File: src/rtl/inst_fetch.sv
// Instruction fetch stage with IF/ID pipe register.
// Single-outstanding imem requests, freeze hold buffer, branch redirect/flush.
module inst_fetch #(
  parameter logic [31:0] RESET_PC  = 32'h0000_0000,
  parameter logic [31:0] NOP_INSTR = 32'h0000_0000
) (
  input  logic        clk,
  input  logic        rst,
  input  logic        freezeIn,
  input  logic        branchTakenIn,
  input  logic [31:0] branchAddrIn,
  output logic        imemReqOut,
  output logic [31:0] imemAddrOut,
  input  logic [31:0] imemRdataIn,
  input  logic        imemValidIn,
  output logic [31:0] instructionOut,
  output logic [31:0] pcOut,
  output logic        validOut
);

  typedef enum logic [1:0] {
    ISSUE = 2'd0,
    WAIT  = 2'd1,
    HOLD  = 2'd2
  } state_t;

  state_t      state;
  state_t      stateNext;
  logic [31:0] pc;
  logic [31:0] pcNext;
  logic [31:0] pcPlus4;
  logic        kill;
  logic        killNext;
  logic [31:0] holdInstr;
  logic [31:0] holdInstrNext;
  logic [31:0] holdPc;
  logic [31:0] holdPcNext;
  logic        deliver;
  logic [31:0] deliverInstr;
  logic [31:0] deliverPc;

  assign pcPlus4     = pc + 32'd4;
  assign imemAddrOut = pc;
  assign imemReqOut  = (state == ISSUE) & ~branchTakenIn & ~rst;

  // Next-state: fetch sequencing, kill tracking and hold buffer capture
  always_comb begin
    stateNext     = state;
    pcNext        = pc;
    killNext      = kill;
    holdInstrNext = holdInstr;
    holdPcNext    = holdPc;
    deliver       = 1'b0;
    deliverInstr  = imemRdataIn;
    deliverPc     = pcPlus4;
    case (state)
      ISSUE: begin
        if (branchTakenIn) begin
          pcNext = branchAddrIn;
        end else begin
          stateNext = WAIT;
        end
      end
      WAIT: begin
        if (!imemValidIn) begin
          if (branchTakenIn) begin
            killNext = 1'b1;
            pcNext   = branchAddrIn;
          end
        end else if (kill || branchTakenIn) begin
          killNext  = 1'b0;
          stateNext = ISSUE;
          if (branchTakenIn) begin
            pcNext = branchAddrIn;
          end
        end else if (freezeIn) begin
          holdInstrNext = imemRdataIn;
          holdPcNext    = pcPlus4;
          stateNext     = HOLD;
        end else begin
          deliver   = 1'b1;
          pcNext    = pcPlus4;
          stateNext = ISSUE;
        end
      end
      HOLD: begin
        if (branchTakenIn) begin
          pcNext    = branchAddrIn;
          stateNext = ISSUE;
        end else if (!freezeIn) begin
          deliver      = 1'b1;
          deliverInstr = holdInstr;
          deliverPc    = holdPc;
          pcNext       = pcPlus4;
          stateNext    = ISSUE;
        end
      end
      default: begin
        stateNext = ISSUE;
      end
    endcase
  end

  // Fetch control state; reset abandons any outstanding request
  always_ff @(posedge clk) begin
    if (rst) begin
      state     <= ISSUE;
      pc        <= RESET_PC;
      kill      <= 1'b0;
      holdInstr <= NOP_INSTR;
      holdPc    <= 32'h0;
    end else begin
      state     <= stateNext;
      pc        <= pcNext;
      kill      <= killNext;
      holdInstr <= holdInstrNext;
      holdPc    <= holdPcNext;
    end
  end

  // IF/ID register: branch flush beats freeze, freeze beats load
  always_ff @(posedge clk) begin
    if (rst) begin
      instructionOut <= NOP_INSTR;
      pcOut          <= 32'h0;
      validOut       <= 1'b0;
    end else if (branchTakenIn) begin
      instructionOut <= NOP_INSTR;
      validOut       <= 1'b0;
    end else if (freezeIn) begin
      instructionOut <= instructionOut;
    end else if (deliver) begin
      instructionOut <= deliverInstr;
      pcOut          <= deliverPc;
      validOut       <= 1'b1;
    end else begin
      instructionOut <= NOP_INSTR;
      validOut       <= 1'b0;
    end
  end

endmodule

File: config.mk
export PLATFORM = sky130hd
export DESIGN_NAME = inst_fetch
export DESIGN_NICKNAME = d
export VERILOG_FILES = /design/src/rtl/inst_fetch.sv
export SDC_FILE = /design/constraint.sdc
export NUM_CORES = 1
export LEC_CHECK = 0
export CORE_AREA = 2 2 130 132
export CTS_CLUSTER_SIZE = 16
export DETAILED_ROUTE_END_ITERATION = 7
export DIE_AREA = 0 0 132 134
export PLACE_DENSITY = 0.86
export REMOVE_ABC_BUFFERS = 1
export SETUP_SLACK_MARGIN = 0.4
export SLEW_MARGIN = 30
export SYNTH_ARGS = -nofsm -noshare
export SYNTH_HDL_FRONTEND = slang
export SYNTH_SLANG_ARGS = --single-unit
File: constraint.sdc
create_clock -name clk -period 2.8 [get_ports clk]
set_input_delay 0.56 -clock clk [delete_from_list [all_inputs] [get_ports clk]]
set_output_delay 0.56 -clock clk [all_outputs]
set_load 0.005 [all_outputs]
### After elaboration in Yosys (flattened, before gate mapping)

Index checks and enable logic that the tools add are counted.

| storage, ports and cells | value |
|---|---|
| flip-flop bits (word level) | 164 |
| output and inout port bits | 98 |
| word-level logic and storage cells | 55 |

| operators by class | value |
|---|---|
| $add $sub $neg | 1 |
| equal/unequal tests | 6 |
| muxes and demuxes | 25 |
| bitwise operators | 6 |
| reduce and logical (&&, ||, !) cells | 9 |

Operators by type and width:

| cell | number |
|---|---|
| 32-bit two-way mux | 8 |
| 32-bit one-hot mux with 3 select lines | 1 |
| 32-bit by 3-bit adder with 32-bit output (second input constant) | 1 |
| 2-bit two-way mux | 6 |
| 3-bit AND reduction | 3 |
| 1-bit two-way mux | 8 |
| 2-bit one-hot mux with 3 select lines | 1 |
| 2-bit inequality test (second input constant) | 2 |
| 1-bit NOT | 4 |
| 4-bit AND reduction | 1 |
| 3-bit inequality test (second input constant) | 1 |
| 3-bit nonzero test | 1 |
| 1-bit AND | 2 |
| 2-bit by 1-bit == test with 1-bit output (second input constant) | 1 |
| 2-bit == test (second input constant) | 1 |
| 2-bit logical NOT | 1 |
| 2-bit by 1-bit inequality test with 1-bit output (second input constant) | 1 |
| 1-bit one-hot mux with 2 select lines | 1 |
| 2-bit nonzero test | 1 |
| 2-bit OR reduction | 1 |
| 1-bit logical OR | 1 |

### Logic depth before layout (Yosys ltp)

| depth | value |
|---|---|
| word-level depth | 5 |
| depth in mapped cells | 10 |
| depth with buffers taken out | 7 |

### Worst setup path after synthesis

No wires, ideal clock.

| timing | value |
|---|---|
| path type | register to register |
| start | register pc[2] (netlist: imemAddrOut[2]) |
| end | register pc[31] (netlist: imemAddrOut[31]) |
| setup time | 79 ps |
| data arrival time | 2302 ps |
| path slack | 419 ps |
| stages on the path, launching flop included | 8 |
| path buffers | 2 |
| clock period less this slack | 2381 ps |
| cell sequence | dfxtp_1 buf_2 nand4_4 or4_4 buf_6 or4_4 or4_1 o211ai_1 |

| between the ends | value |
|---|---|
| longest elaborated chain between the ends | 5 |
| elaborated cells on any way between the ends | 6 |
| classes of those cells | add/sub: 1; mux: 5 |

Ends and longest elaborated chain:

| item | line | RTL |
|---|---|---|
| start: declaration | 29 | `logic [31:0] pc;` |
| start signal: assignment | 114 | `pc <= pcNext;` |
| 32-bit by 3-bit adder with 32-bit output (*) | 42 | `assign pcPlus4 = pc + 32'd4;` |
| 32-bit two-way mux (*) | 76, 90 |  |
| 32-bit two-way mux | 70 | `end else if (kill \|\| branchTakenIn) begin` |
| 32-bit two-way mux | 65 | `if (!imemValidIn) begin` |
| 32-bit one-hot mux with 3 select lines (*) | 56 | `case (state)` |

Every way passes the cells marked *; elsewhere a longest branch is shown, timed or not.
A chain may end at the register's enable or synchronous reset.

### Worst setup path in the final report

| timing | value |
|---|---|
| start | register pc[14] (netlist: imemAddrOut[14]) |
| end | register pc[31] (netlist: imemAddrOut[31]) |

The elaborated chain is that of the path after synthesis.

==> results.json <==
{
  "power.density_mw_per_mm2": 532,
  "yosys_most_used_dff": "dfxtp_1",
  "hpwl_mm": 17.9,
  "period_share_pct": 83.2,
  "cpPeakStageDelay_ps": 620,
  "endpoint_kind": "flop",
  "numCtsBuffers": 17,
  "drtAntennaViolNets": 0,
  "clock_sinks": 164,
  "firstDrtPassIters": 6,
  "tightest_slew_ps": 764,
  "r2r_slack_ps": 470,
  "start_util_pct": 51.5,
  "place_area_mm2": 0.0104,
  "grt_pass1_vias": 8246,
  "final_cell_mix": "clkdlybuf4s50_1 (163), dfxtp_1 (160), a21oi_1 (133)",
  "final-hold-violation-count": 0,
  "maxCapViolations": 0,
  "grt_max_degree": 75,
  "leakagePower_nw": 3.72,
  "crit_type": "reg2reg",
  "cts-root-buf": "clkbuf_16",
  "vias": 8889,
  "viasPerCell": 6.12,
  "syn_inst": 1079,
  "slew_violations": 0,
  "wl_per_cell_um": 18.6,
  "htree_levels": 4,
  "cp_max_fo": 10,
  "drt_iter0_markers": 959,
  "row_count": 47,
  "yosysWarnings": 0,
  "die_area_mm2": 0.0177,
  "fp.dieW_um": 132,
  "antenna_found_initial": 0,
  "critPathSlowestCell": "or4_4",
  "core_area_mm2": 0.0163,
  "antenna_cells": 0,
  "drc_errors": 0,
  "fin_area_mm2": 0.0111,
  "drive_above_1_share_pct": 9.82,
  "ys_types": 66,
  "p_total_w": 0.00592,
  "skew_ps": 7.91,
  "cts_buffer_depth": 2,
  "hold_class": "in2reg",
  "grt_pass1_wl_mm": 42.4,
  "synth_edf_count": 0,
  "grt_setup_unrepaired": "no",
  "layout.nets": 1293,
  "die_h_um": 134,
  "clk_pin_slew_ps": 70,
  "cp_cell_sequence": "nand2_1 -> or4_4 -> or4_4 -> or4_1 -> o211ai_1",
  "setup_viol": 0,
  "ys_seq_elements": 164,
  "slew_headroom_pct": 49.0,
  "fin_util_pct": 68.3,
  "worst_path_most_repeated_cell": "or4_4",
  "grt.overflow.total": 0,
  "crit_buf_inv": 0,
  "cts_tree": "done",
  "fmax_mhz": 429,
  "track_usage_pct": 29.7,
  "synth.cell_area_mm2": 0.00839,
  "vdd_drop_max_v": 0.000496,
  "synth-async-reset-ratio_pct": 0,
  "syn_to_final_growth_pct": 32.8,
  "num-fill-cells": 1308,
  "ctsHoldBuffers": 0,
  "cp-start-kind": "flop",
  "required_ps": 3150,
  "io_buffers": 166,
  "period_needed_ps": 2330,
  "clk_latency_ps": 430,
  "routabilityCongestion": 1.00,
  "seq_area_frac_synth_pct": 39.2,
  "wirelength_mm": 27.0,
  "finalSetupTns_ps": 0,
  "ios": 167,
  "critPathArrivalTime_ps": 2680,
  "critical_path.top_delay_family": "simple AND/OR/NAND/NOR gates",
  "status": "finished clean",
  "final_common_cell": "clkdlybuf4s50_1",
  "avgSynthCellArea_um2": 7.77
}
## per-stage QoR
step	std cells	setup slack, ps	hold slack (ps)
3_5_place_dp	1419	100	444
4_1_cts	1451	430	423
3_3_place_gp	1419	192	437
2_1_floorplan	976	-2830	425
6_report	1452	470	452
5_1_grt	1452	412	426
## per-layer routing
layer | share of wire [%] | global-route usage [%]
met1 | 41 | 38.9
met2 | 48 | 48.8
met3 | 9.6 | 6.16
met4 | 2.2 | 10.3
met5 | 0 | 0
## flip-flops by register name (all words and copies together), names as in the netlist
name	count
holdInstr	32
imemAddrOut	32
kill	1
state	2
holdPc	32
validOut	1
pcOut	32
instructionOut	32
## path summary, 6_finish.rpt
path | start | to | cells past startpoint
worst max register to register | imemAddrOut[14] | imemAddrOut[31] | 5
worst min register to register | holdPc[10] | holdPc[10] | 2
worst min-delay path | rst | state[1] | 2
worst max-delay path | imemAddrOut[14] | imemAddrOut[31] | 5
## logic make-up after synthesis
family / count (synthesis) / synth area share, %
AND/OR/NAND/NOR: 419 / 23.4
adder cells (fa/ha/maj): 5 / 0.746
AO/OA/AOI/OAI: 289 / 21.5
multiplexers: 51 / 6.25
flip-flops: 164 / 39.2
XOR/XNOR: 31 / 3.24
buffers and inverters: 120 / 5.73
## cells in the mapped netlist (4+ instances only)
library cell	instances	area, um^2
o221ai_1	8	70.1
and4_1	4	35.0
dfxtp_1	164	3280
o31ai_1	10	75.1
a211oi_1	18	135
mux2_2	11	124
nand4_1	15	93.8
clkbuf_1	85	319
o41ai_1	4	35.0
nand3_1	39	195
nor3_1	77	385
o2bb2ai_1	4	35.0
inv_1	14	52.6
buf_1	5	18.8
nor2_1	96	360
nand2b_1	9	56.3
buf_2	7	35.0
o211ai_1	14	105
a21oi_1	133	666
o21ai_0	42	210
ha_1	5	62.6
a221oi_1	10	87.6
and3_1	8	50.1
and2_1	4	25.0
xor2_1	16	140
nor4_1	20	125
a31oi_1	8	50.1
a22oi_1	4	30.0
o21a_1	4	30.0
mux2i_1	40	400
xnor2_1	15	131
nand2_1	130	488
## timing repair
| action | 4_1_cts | 5_1_grt |
|---|---|---|
| endpoints found under the setup margin | 3 | 19 |
| pin swaps | 1 | 1 |
| buffers inserted | 0 | 1 |
| gates resized for setup | 4 | 6 |
## area by class of cell
| cell class | instances | area, um^2 | share of cell area, % |
|---|---|---|---|
| Tap cell | 220 | 275 | 2.47 |
| Sequential cell | 164 | 3290 | 29.5 |
| Multi-Input combinational cell | 795 | 4690 | 42.1 |
| Clock buffer | 22 | 464 | 4.17 |
| Clock inverter | 10 | 195 | 1.75 |
| Timing Repair Buffer | 224 | 2150 | 19.4 |
| Inverter | 17 | 63.8 | 0.573 |
## report_power, final
group | internal [W] | switching (W) | leakage (nW) | total (W)
logic | 0.000372 | 0.000435 | 2.08 | 0.000807
registers | 0.00240 | 0.0000901 | 1.33 | 0.00249
clock network | 0.00164 | 0.000987 | 0.317 | 0.00263
total | 0.00441 | 0.00151 | 3.72 | 0.00592
Note: power is estimated with default switching activity, not from simulation.
